--- config.mk ---
export PLATFORM = sky130hd
export DESIGN_NAME = lsu_bg_rr_crossbar_flat
export DESIGN_NICKNAME = d
export VERILOG_FILES = /design/src/rtl/lsu_bg_rr_crossbar_if.sv /design/src/rtl/lsu_bg_rr_crossbar.sv /design/src/flat_wrapper.sv
export SDC_FILE = /design/constraint.sdc
export NUM_CORES = 1
export LEC_CHECK = 0
export BUFFER_PORTS_ARGS = -buffer_cell sky130_fd_sc_hd__buf_4
export CAP_MARGIN = 30
export CORE_AREA = 2 2 262 264
export DETAILED_ROUTE_END_ITERATION = 8
export DIE_AREA = 0 0 264 266
export SYNTH_ARGS = -nofsm -noshare
export SYNTH_HDL_FRONTEND = slang
export SYNTH_SLANG_ARGS = --single-unit
--- constraint.sdc ---
create_clock -name clk -period 2.7 [get_ports clk]
set_input_delay 0.54 -clock clk [delete_from_list [all_inputs] [get_ports clk]]
set_output_delay 0.54 -clock clk [all_outputs]
set_load 0.05 [all_outputs]
--- src/rtl/lsu_bg_rr_crossbar_if.sv ---
// LSU <-> bank-group crossbar bus: write/read request handshakes from the LSU
// array plus the registered bank-group side and the read-return path.
interface lsu_bg_rr_crossbar_if #(
  parameter int N_LSU = 4,
  parameter int N_BG  = 4,
  parameter int A_W   = 10,
  parameter int D_W   = 32
);
  localparam int SEL_W = (N_BG > 1) ? $clog2(N_BG) : 1;

  logic [N_LSU-1:0]       w_valid;
  logic [N_LSU*SEL_W-1:0] w_sel;
  logic [N_LSU*A_W-1:0]   w_addr;
  logic [N_LSU*D_W-1:0]   w_data;
  logic [N_LSU-1:0]       w_ready;
  logic [N_LSU-1:0]       r_valid;
  logic [N_LSU*A_W-1:0]   r_addr;
  logic [N_LSU-1:0]       r_ready;
  logic [N_BG*D_W-1:0]    bg_rdata;
  logic [N_BG-1:0]        bg_wen;
  logic [N_BG-1:0]        bg_ren;
  logic [N_BG*A_W-1:0]    bg_addr;
  logic [N_BG*D_W-1:0]    bg_wdata;
  logic [N_LSU-1:0]       lsu_rvalid;
  logic [N_LSU*D_W-1:0]   lsu_rdata;
  logic                   err_sel;

  // Crossbar side
  modport slave (
    input  w_valid, w_sel, w_addr, w_data, r_valid, r_addr, bg_rdata,
    output w_ready, r_ready, bg_wen, bg_ren, bg_addr, bg_wdata,
           lsu_rvalid, lsu_rdata, err_sel
  );

  // LSU array / bank model side
  modport master (
    output w_valid, w_sel, w_addr, w_data, r_valid, r_addr, bg_rdata,
    input  w_ready, r_ready, bg_wen, bg_ren, bg_addr, bg_wdata,
           lsu_rvalid, lsu_rdata, err_sel
  );
endinterface

--- src/rtl/lsu_bg_rr_crossbar.sv ---
// LSU -> bank-group write crossbar with per-bank round-robin arbitration,
// read-over-write priority with a starvation guard, and registered bank ports.
// Reads are one-to-one (LSU i <-> BG i), so N_LSU must equal N_BG.

// One bank group: RR write arbiter, starvation counter, output registers.
module lsu_bg_rr_bank #(
  parameter int N_LSU      = 4,
  parameter int A_W        = 10,
  parameter int D_W        = 32,
  parameter int STARVE_LIM = 4
) (
  input  logic                       clk,
  input  logic                       rst_n,
  input  logic [N_LSU-1:0]           cand,
  input  logic [N_LSU-1:0][A_W-1:0]  w_addr,
  input  logic [N_LSU-1:0][D_W-1:0]  w_data,
  input  logic                       r_valid,
  input  logic [A_W-1:0]             r_addr,
  output logic [N_LSU-1:0]           gnt,
  output logic                       r_ready,
  output logic                       bg_wen,
  output logic                       bg_ren,
  output logic [A_W-1:0]             bg_addr,
  output logic [D_W-1:0]             bg_wdata,
  output logic                       lsu_rvalid
);
  localparam int PTR_W = (N_LSU > 1) ? $clog2(N_LSU) : 1;

  logic [PTR_W-1:0] ptr;
  logic [3:0]       cnt;
  logic [PTR_W-1:0] pick;
  logic             has_cand;
  logic             rd_win;
  logic             wr_en;
  logic             rd_go;

  // First candidate at or after ptr, wrapping modulo N_LSU
  always_comb begin
    int idx;
    pick     = '0;
    has_cand = 1'b0;
    for (int o = 0; o < N_LSU; o++) begin
      idx = int'(ptr) + o;
      if (idx >= N_LSU) idx = idx - N_LSU;
      if (!has_cand && cand[idx]) begin
        has_cand = 1'b1;
        pick     = PTR_W'(idx);
      end
    end
  end

  // A read wins unless the counter has hit the limit; then a waiting write goes
  assign rd_win = r_valid && (cnt < 4'(STARVE_LIM));
  assign wr_en  = has_cand && !rd_win;
  assign rd_go  = r_valid && !wr_en;

  // Handshakes are held low while reset is asserted
  always_comb begin
    gnt = '0;
    if (wr_en && rst_n) gnt[pick] = 1'b1;
  end
  assign r_ready = rd_go && rst_n;

  // RR pointer advances past the granted LSU; counter tracks blocked writes
  always_ff @(posedge clk or negedge rst_n) begin
    if (!rst_n) begin
      ptr <= '0;
      cnt <= '0;
    end else if (wr_en) begin
      ptr <= (pick == PTR_W'(N_LSU - 1)) ? '0 : pick + 1'b1;
      cnt <= '0;
    end else if (has_cand && rd_go && (cnt < 4'(STARVE_LIM))) begin
      cnt <= cnt + 4'd1;
    end
  end

  // Registered bank-side command; read return valid trails bg_ren by one
  always_ff @(posedge clk or negedge rst_n) begin
    if (!rst_n) begin
      bg_wen     <= 1'b0;
      bg_ren     <= 1'b0;
      bg_addr    <= '0;
      bg_wdata   <= '0;
      lsu_rvalid <= 1'b0;
    end else begin
      bg_wen     <= wr_en;
      bg_ren     <= rd_go;
      bg_addr    <= rd_go ? r_addr : (wr_en ? w_addr[pick] : '0);
      bg_wdata   <= wr_en ? w_data[pick] : '0;
      lsu_rvalid <= bg_ren;
    end
  end
endmodule

module lsu_bg_rr_crossbar #(
  parameter int N_LSU      = 4,
  parameter int N_BG       = 4,
  parameter int A_W        = 10,
  parameter int D_W        = 32,
  parameter int STARVE_LIM = 4
) (
  input  logic                 clk,
  input  logic                 rst_n,
  lsu_bg_rr_crossbar_if.slave  bus
);
  localparam int SEL_W = (N_BG > 1) ? $clog2(N_BG) : 1;

  logic [N_LSU-1:0][SEL_W-1:0] sel;
  logic [N_LSU-1:0][A_W-1:0]   waddr;
  logic [N_LSU-1:0][D_W-1:0]   wdata;
  logic [N_BG-1:0][A_W-1:0]    raddr;
  logic [N_BG-1:0][N_LSU-1:0]  cand;
  logic [N_BG-1:0][N_LSU-1:0]  gnt;
  logic [N_LSU-1:0]            bad_sel;
  logic [N_LSU-1:0]            wr_rdy;
  logic [N_BG-1:0]             rd_rdy;
  logic [N_BG-1:0]             wen;
  logic [N_BG-1:0]             ren;
  logic [N_BG-1:0]             rvld;
  logic [N_BG-1:0][A_W-1:0]    baddr;
  logic [N_BG-1:0][D_W-1:0]    bwdata;
  logic                        err_q;

  assign sel   = bus.w_sel;
  assign waddr = bus.w_addr;
  assign wdata = bus.w_data;
  assign raddr = bus.r_addr;

  // Route each valid request to the candidate set of its target bank;
  // an out-of-range select lands in no set and is flagged instead
  always_comb begin
    cand    = '0;
    bad_sel = '0;
    for (int i = 0; i < N_LSU; i++) begin
      bad_sel[i] = bus.w_valid[i] && (32'(sel[i]) >= 32'(N_BG));
      for (int j = 0; j < N_BG; j++)
        cand[j][i] = bus.w_valid[i] && (32'(sel[i]) == 32'(j));
    end
  end

  for (genvar j = 0; j < N_BG; j++) begin : g_bank
    lsu_bg_rr_bank #(
      .N_LSU(N_LSU), .A_W(A_W), .D_W(D_W), .STARVE_LIM(STARVE_LIM)
    ) u_bank (
      .clk        (clk),
      .rst_n      (rst_n),
      .cand       (cand[j]),
      .w_addr     (waddr),
      .w_data     (wdata),
      .r_valid    (bus.r_valid[j]),
      .r_addr     (raddr[j]),
      .gnt        (gnt[j]),
      .r_ready    (rd_rdy[j]),
      .bg_wen     (wen[j]),
      .bg_ren     (ren[j]),
      .bg_addr    (baddr[j]),
      .bg_wdata   (bwdata[j]),
      .lsu_rvalid (rvld[j])
    );
  end

  // Each LSU sits in at most one candidate set, so OR-ing grants is exact
  always_comb begin
    wr_rdy = '0;
    for (int j = 0; j < N_BG; j++) wr_rdy = wr_rdy | gnt[j];
  end

  // Sticky bad-select flag, cleared only by reset
  always_ff @(posedge clk or negedge rst_n) begin
    if (!rst_n)        err_q <= 1'b0;
    else if (|bad_sel) err_q <= 1'b1;
  end

  assign bus.w_ready    = wr_rdy;
  assign bus.r_ready    = rd_rdy;
  assign bus.bg_wen     = wen;
  assign bus.bg_ren     = ren;
  assign bus.bg_addr    = baddr;
  assign bus.bg_wdata   = bwdata;
  assign bus.lsu_rvalid = rvld;
  assign bus.lsu_rdata  = bus.bg_rdata;
  assign bus.err_sel    = err_q;
endmodule

--- src/flat_wrapper.sv ---
// flat-port wrapper written by rule: the top's interface ports become plain ports
module lsu_bg_rr_crossbar_flat 
#(
  parameter int N_LSU      = 4,
  parameter int N_BG       = 4,
  parameter int A_W        = 10,
  parameter int D_W        = 32,
  parameter int STARVE_LIM = 4
)
  (clk, rst_n, bus_w_valid, bus_w_sel, bus_w_addr, bus_w_data, bus_r_valid, bus_r_addr, bus_bg_rdata, bus_w_ready, bus_r_ready, bus_bg_wen, bus_bg_ren, bus_bg_addr, bus_bg_wdata, bus_lsu_rvalid, bus_lsu_rdata, bus_err_sel);
  lsu_bg_rr_crossbar_if #(.N_LSU(N_LSU), .N_BG(N_BG), .A_W(A_W), .D_W(D_W)) bus_i ();
  input  logic clk;
  input  logic rst_n;
  input wire logic [$bits(bus_i.w_valid)-1:0] bus_w_valid;
  input wire logic [$bits(bus_i.w_sel)-1:0] bus_w_sel;
  input wire logic [$bits(bus_i.w_addr)-1:0] bus_w_addr;
  input wire logic [$bits(bus_i.w_data)-1:0] bus_w_data;
  input wire logic [$bits(bus_i.r_valid)-1:0] bus_r_valid;
  input wire logic [$bits(bus_i.r_addr)-1:0] bus_r_addr;
  input wire logic [$bits(bus_i.bg_rdata)-1:0] bus_bg_rdata;
  output wire logic [$bits(bus_i.w_ready)-1:0] bus_w_ready;
  output wire logic [$bits(bus_i.r_ready)-1:0] bus_r_ready;
  output wire logic [$bits(bus_i.bg_wen)-1:0] bus_bg_wen;
  output wire logic [$bits(bus_i.bg_ren)-1:0] bus_bg_ren;
  output wire logic [$bits(bus_i.bg_addr)-1:0] bus_bg_addr;
  output wire logic [$bits(bus_i.bg_wdata)-1:0] bus_bg_wdata;
  output wire logic [$bits(bus_i.lsu_rvalid)-1:0] bus_lsu_rvalid;
  output wire logic [$bits(bus_i.lsu_rdata)-1:0] bus_lsu_rdata;
  output wire logic [$bits(bus_i.err_sel)-1:0] bus_err_sel;
  assign bus_i.w_valid = bus_w_valid;
  assign bus_i.w_sel = bus_w_sel;
  assign bus_i.w_addr = bus_w_addr;
  assign bus_i.w_data = bus_w_data;
  assign bus_i.r_valid = bus_r_valid;
  assign bus_i.r_addr = bus_r_addr;
  assign bus_i.bg_rdata = bus_bg_rdata;
  assign bus_w_ready = bus_i.w_ready;
  assign bus_r_ready = bus_i.r_ready;
  assign bus_bg_wen = bus_i.bg_wen;
  assign bus_bg_ren = bus_i.bg_ren;
  assign bus_bg_addr = bus_i.bg_addr;
  assign bus_bg_wdata = bus_i.bg_wdata;
  assign bus_lsu_rvalid = bus_i.lsu_rvalid;
  assign bus_lsu_rdata = bus_i.lsu_rdata;
  assign bus_err_sel = bus_i.err_sel;
  lsu_bg_rr_crossbar #(.N_LSU(N_LSU), .N_BG(N_BG), .A_W(A_W), .D_W(D_W), .STARVE_LIM(STARVE_LIM)) u_core (.clk(clk), .rst_n(rst_n), .bus(bus_i));
endmodule
==> results of run 1 <==
-- flip-flops by register name, summed over array words and instances (netlist names) --
| name | count |
|---|---|
| u_core.g_bank.u_bank.bg_addr | 40 |
| u_core.g_bank.u_bank.bg_ren | 4 |
| u_core.g_bank.u_bank.bg_wdata | 128 |
| u_core.g_bank.u_bank.bg_wen | 4 |
| u_core.g_bank.u_bank.cnt | 16 |
| u_core.g_bank.u_bank.lsu_rvalid | 4 |
| u_core.g_bank.u_bank.ptr | 8 |
-- power by group through the flow --
stage               registers, mW  logic (mW)  clock network [mW]
global route                 3.61        4.12                4.09
finish                       3.58        3.91                3.86
CTS                          3.58        3.88                3.98
floorplan                    4.44        1.91                   0
detailed placement           3.63        3.84                   0
global placement             3.63        3.78                   0
-- synth_stat cells (5+ instances only) --
cell type,number
ha_1,20
nand2_1,16
dfrtp_1,204
and3b_1,8
a221oi_1,70
a221oi_2,10
nor2b_1,5
and2_1,55
nor2_1,8
inv_1,10
buf_6,19
o21ai_0,7
nand3b_1,7
buf_4,157
a21o_1,7
a21oi_2,5
a22oi_1,8
clkbuf_1,18
buf_2,31
o22ai_1,128
a21oi_1,46
mux2i_1,299
inv_2,6
buf_1,7
-- final cells by class --
| cell class | instances | area (sq um) | share of cell area |
|---|---|---|---|
| Multi-Input combinational cell | 754 | 6521 | 0.3622 |
| Sequential cell | 204 | 5109 | 0.2837 |
| Timing Repair Buffer | 534 | 4258 | 0.2365 |
| Tap cell | 882 | 1104 | 0.06129 |
| Clock buffer | 34 | 742.0 | 0.04121 |
| Clock inverter | 11 | 193.9 | 0.01077 |
| Inverter | 16 | 60.06 | 0.003336 |
| Antenna cell | 7 | 17.52 | 0.0009729 |
-- worst max-delay path: stages (launching register included) --
cell and delay, ns:
dfrtp_2 0.39, nand4b_1 0.14, a21oi_2 0.08, a311oi_2 0.39, buf_4 0.23, ha_4 0.13
a22oi_2 0.05, a21boi_2 0.21, buf_6 0.18
-- worst max path at each step --
| stage | end | slack, ns | cells past startpoint |
|---|---|---|---|
| 4_1_cts | bus_w_ready[3] | -0.25 | 8 |
| 5_1_grt | bus_w_ready[2] | -0.25 | 8 |
| 3_5_place_dp | bus_w_ready[3] | -0.14 | 10 |
| 3_3_place_gp | bus_w_ready[3] | -0.11 | 10 |
| 2_1_floorplan | bus_w_ready[2] | -0.09 | 8 |
| 6_report | bus_w_ready[1] | -0.18 | 8 |
-- kinds of logic (layout without fill, tap and decap cells) --
family,after synthesis,count (layout),share of synthesized area
AO/OA/AOI/OAI,303,303,0.1658
other,1,8,0.0002860
multiplexers,302,302,0.2308
flip-flops,204,204,0.3893
AND/OR/NAND/NOR,128,128,0.06498
adder cells (fa/ha/maj),20,20,0.01908
buffers and inverters,248,595,0.1298
-- per-layer routing --
layer | routed length (microns) | part of all wire | track usage
met5 | 74 | 0.0012 | 0
met4 | 3138 | 0.052 | 0.08431
met3 | 4683 | 0.078 | 0.04104
met2 | 30550 | 0.51 | 0.2931
met1 | 21580 | 0.36 | 0.1714
-- timing repair --
item | CTS | global route
endpoints found under the hold margin | 8 | 0
pin swaps | 8 | 20
hold buffers | 1 | 0
setup endpoints to repair | 5 | 12
buffers inserted | 7 | 5
resized for setup | 12 | 25
-- stage by stage --
step / worst slack (ns) / util / setup TNS, ns / std cells / area, sq um
after floorplan: -0.08840 / - / -0.1036 / 1206 / 13140
after global placement: -0.1144 / 0.2480 / -0.2819 / 2378 / 16800
after detailed placement: -0.1355 / 0.2480 / -0.8437 / 2378 / 16800
after CTS: -0.2530 / 0.2633 / -0.9724 / 2430 / 17840
after global routing: -0.2516 / 0.2657 / -1.000 / 2440 / 18000
final: -0.1837 / 0.2658 / -0.6775 / 2442 / 18000
-- cell usage in the layout (no fill, tap or decap), types with 8 or more instances in the layout --
cell | netlist | final
a21oi_1 | 46 | 44
a221oi_1 | 70 | 70
mux2i_1 | 299 | 299
o22ai_1 | 128 | 128
buf_12 | 0 | 17
ha_1 | 20 | 15
clkbuf_16 | 0 | 27
buf_4 | 157 | 508
inv_1 | 10 | 9
nand2_2 | 0 | 8
nand2_1 | 16 | 8
nor2_1 | 8 | 8
and2_1 | 55 | 55
dfrtp_1 | 204 | 201
a221oi_2 | 10 | 10
==> impl_metrics.toml, run 1 <==
[critical_path]
worst-endpoint-required_ns = 2.16
end_kind = "output port"
startpoint = "u_core.g_bank[3].u_bank.ptr[1]"
start_kind = "flip-flop"
cp_max_fo = 5
timing.rr.start = "u_core.g_bank[3].u_bank.ptr[1]"
ff2ff_setup_slack_ns = 0.07
r2r_end = "u_core.g_bank[3].u_bank.bg_wdata[11]"
crit_type = "reg2out"
cp.arrival_ns = 2.34
reg2regPathDepth = 9

[clocking]
clock-root-buffer = "clkbuf_16"
cts_buffer_depth = 3
htree_num_levels = 1
clkLatencyLatePin_ns = 0.56
clock_sinks = 204
clk_pin_slew_ns = 0.06
cts_tree = "done"
cts_buffers = 26

[synthesis]
yosys_warnings = 0
synth_seq_cells = 204
netlist-cell-type-count = 48
netlist_area_sq_um = 13110
synth_flop_cell = "dfrtp_1"
postSynthAreaPerCell_sq_um = 10.87
synth_nets = 1580
yosysTopAreaCellShare = 0.3893
synth.area.top_cells = "dfrtp_1 (39%), mux2i_1 (23%), buf_4 (9.0%)"
netlist_instances = 1206
synthArstFlopShare = 1.000
synth_edf_count = 0
ys_seq_area_frac = 0.3893
synth.largest_area_cell = "dfrtp_1"

[detailed_routing]
firstDrtPassIters = 5
vias = 11610
ant_nets = 0
drt_wl_total_microns = 60020
viasPerCell = 4.754
drc = 0
dr.first_iter.drc_count = 797
wl_per_cell_microns = 24.58

[global_routing]
antenna_found_initial = 15
overflow = 0
grt_pass1_vias = 12060
grt_pass1_wl_microns = 83780
grt_max_degree = 99
groute.usage.overall = 0.1612

[placement]
io_buffers = 413
place_congestion = 0.8872
hpwl_microns = 45890

[sta]
setup_slack_ns = -0.1837
slew_headroom = 0.5654
fin_crit_ns = 2.884
holdWs_ns = 0.3000
rsz0062_at_grt = "yes"
setup_viol = 4
fmax_mhz = 346.8
final_hold_viol_count = 0
drv_slew = 0
fin_crit_sh = 1.068
worst_slew_pin_slew_ns = 0.6519
skew_ns = 0.01803

[floorplanning]
fp.dieH_microns = 266
row_count = 96
design.die.area_sq_um = 70220
start_util = 0.1936
pin_count = 671
placeableCoreArea_sq_um = 67750
dieWidth_microns = 264

[power]
combinationalPowerShare = 0.344
p_int_mw = 7.230
pwr-share-clk = 0.340
irDropWorstVdd_mv = 0.3551
p_sw_mw = 4.123
seq_power_share = 0.315
p_per_area_nw_per_um2 = 630.6
p_sw_frac = 0.3631
p_total_mw = 11.35
power_leakage_nw = 8.100

[status]
outcome = "finished with violations"
violations = "setup timing"

[final_layout]
drive_above_1_share = 0.4211
n_fill_cell = 7137
final_nets = 1910
synthToLayoutAreaGrowth_pct = 37.30

[min_path]
hold_class = "in2reg"
min_path_cells = 3
min_to = "u_core.g_bank[0].u_bank.bg_wdata[30]"
min_from = "bus_w_data[62]"

[job]
max_cap_violations = 0
(Power assumes the default switching activity.)
==> run 2: changes to the inputs <==
RECOVER_POWER = 50   (was unset)
==> run 2 against run 1 <==
The flow still finishes with violations (setup timing); design area decreased by 0.16%; critical path depth unchanged; maximum frequency about the same; global-route usage unchanged; flip-flop and latch count unchanged; hold slack about the same; via count about the same; clock skew decreased by 0.0015 ns; largest cell class unchanged; highest routed layer unchanged.
==> impl_metrics.toml, run 2 (synthesized netlist as in run 1, its figures left out) <==
[min_path]
min_from = "bus_w_data[62]"
hold_class = "in2reg"

[status]
violations = "setup timing"
outcome = "finished with violations"

[power]
irDropWorstVdd_mv = 0.3572
pwr-share-clk = 0.341
p_total_mw = 11.35
seq_power_share = 0.315
combinationalPowerShare = 0.344
p_sw_frac = 0.3634
power_leakage_nw = 8.085
p_sw_mw = 4.124
p_int_mw = 7.225
p_per_area_nw_per_um2 = 631.3

[clocking]
clock-root-buffer = "clkbuf_16"
htree_num_levels = 1
clkLatencyLatePin_ns = 0.56
cts_buffers = 26
clk_pin_slew_ns = 0.06
clock_sinks = 204
cts_buffer_depth = 3
cts_tree = "done"

[sta]
setup_viol = 6
setup_slack_ns = -0.1839
worst_slew_pin_slew_ns = 0.9862
fin_crit_ns = 2.884
tns_ns = -0.8950
final_hold_viol_count = 0
slew_headroom = 0.3426
fin_crit_sh = 1.068
skew_ns = 0.01657
holdWs_ns = 0.3002
rsz0062_at_grt = "yes"
fmax_mhz = 346.8
drv_slew = 0

[floorplanning]
fp.dieH_microns = 266
row_count = 96
placeableCoreArea_sq_um = 67750
design.die.area_sq_um = 70220
dieWidth_microns = 264
pin_count = 671
start_util = 0.1936

[critical_path]
timing.rr.start = "u_core.g_bank[3].u_bank.ptr[1]"
startpoint = "u_core.g_bank[3].u_bank.ptr[1]"
worst-endpoint-required_ns = 2.16
crit_path_end = "bus_w_ready[1]"
r2r_end = "u_core.g_bank[3].u_bank.bg_wdata[11]"
cp.arrival_ns = 2.34
start_kind = "flip-flop"
crit_chain = "nand4b_1 > a21oi_2 > a311oi_2 > buf_4 > ha_4 > a22oi_2 > a21boi_2 > buf_6"
cp_max_fo = 5
crit_type = "reg2out"
slowest_stage = "dfrtp_2"
reg2regPathDepth = 9
end_kind = "output port"
critPathMaxStageDelay_ns = 0.39
ff2ff_setup_slack_ns = 0.06

[detailed_routing]
dr.first_iter.drc_count = 816
vias = 11620
drc = 0
wl_per_cell_microns = 24.59
drt_wl_total_microns = 60020
ant_nets = 0
viasPerCell = 4.760
firstDrtPassIters = 5

[final_layout]
largest_reg_flops = 128
n_fill_cell = 7141
layout_common_cells = "buf_4 (505), mux2i_1 (299), dfrtp_1 (201), o22ai_1 (128), a221oi_1 (70)"
drive_above_1_share = 0.4185
reg_top3 = "u_core.g_bank.u_bank.bg_wdata: 128 flops, u_core.g_bank.u_bank.bg_addr: 40 flops, u_core.g_bank.u_bank.cnt: 16 flops"
final_nets = 1910
fin_cells = 2441
synthToLayoutAreaGrowth_pct = 37.08
final_common_cell = "buf_4"
utilization = 0.2653
regMostFlops = "u_core.g_bank.u_bank.bg_wdata"

[placement]
hpwl_microns = 45890
place_congestion = 0.8872
place_inst = 2378
io_buffers = 413

[global_routing]
antenna_found_initial = 15
groute.usage.overall = 0.1612
grt_pass1_wl_microns = 83780
overflow = 0
grt_pass1_vias = 12060
grt_max_degree = 99

[job]
max_cap_violations = 0
[run 2: worst min-delay path by stage]
stage | slack (ns) | end | cells past startpoint
floorplan | 0.24 | u_core.g_bank[0].u_bank.bg_addr[0] | 0
global placement | 0.36 | u_core.g_bank[3].u_bank.lsu_rvalid | 0
detailed placement | 0.38 | u_core.g_bank[3].u_bank.lsu_rvalid | 0
CTS | 0.26 | u_core.g_bank[0].u_bank.bg_wdata[30] | 3
global route | 0.29 | u_core.g_bank[0].u_bank.bg_wdata[23] | 3
finish | 0.30 | u_core.g_bank[0].u_bank.bg_wdata[30] | 3
[run 2: per-stage QoR]
stage	worst slack [ns]	cell area (sq um)
2_1_floorplan	-0.08840	13140
3_3_place_gp	-0.1144	16800
3_5_place_dp	-0.1355	16800
4_1_cts	-0.2530	17840
5_1_grt	-0.2516	17970
6_report	-0.1839	17980
[run 2: critical path, delay by kind of cell, from the launching register on]
family / cells / cell delay, ns
and+or+nand+nor: 1 / 0.14
adders and majority gates: 1 / 0.13
buffers and inverters: 2 / 0.41
AOI/OAI and AO/OA: 4 / 0.73
DFF: 1 / 0.39
[run 2: routing by layer]
layer | GRT usage | vias up | share of wire
met1 | 0.1714 | 5704 | 0.36
met4 | 0.08431 | 12 | 0.052
met2 | 0.2931 | 607 | 0.51
li1 | - | 5075 | -
met3 | 0.04104 | 220 | 0.077
met5 | 0 | - | 0.0012
[run 2: timing repair]
| action | in CTS | in global routing |
|---|---|---|
| endpoints found under the setup margin | 5 | 12 |
| hold endpoints to repair | 8 | 0 |
| hold buffers | 1 | 0 |
| pin swaps | 8 | 20 |
| gates resized for setup | 12 | 25 |
| setup buffers | 7 | 5 |
[run 2: power by group through the flow]
stage,Combinational [mW],Clock (mW),Sequential [mW]
global route,4.11,4.09,3.61
finish,3.90,3.87,3.58
CTS,3.88,3.98,3.58
floorplan,1.91,0,4.44
global placement,3.78,0,3.63
detailed placement,3.84,0,3.63
[run 2: area by class of cell]
cell class | count | area (sq um) | share of cell area
multi-input combinational | 754 | 6506 | 0.3619
sequential | 204 | 5109 | 0.2842
timing repair buffer | 534 | 4247 | 0.2362
tap | 882 | 1104 | 0.06139
clock buffer | 34 | 742.0 | 0.04128
clock inverter | 11 | 193.9 | 0.01079
inverter | 16 | 60.06 | 0.003341
antenna | 6 | 15.01 | 0.0008352
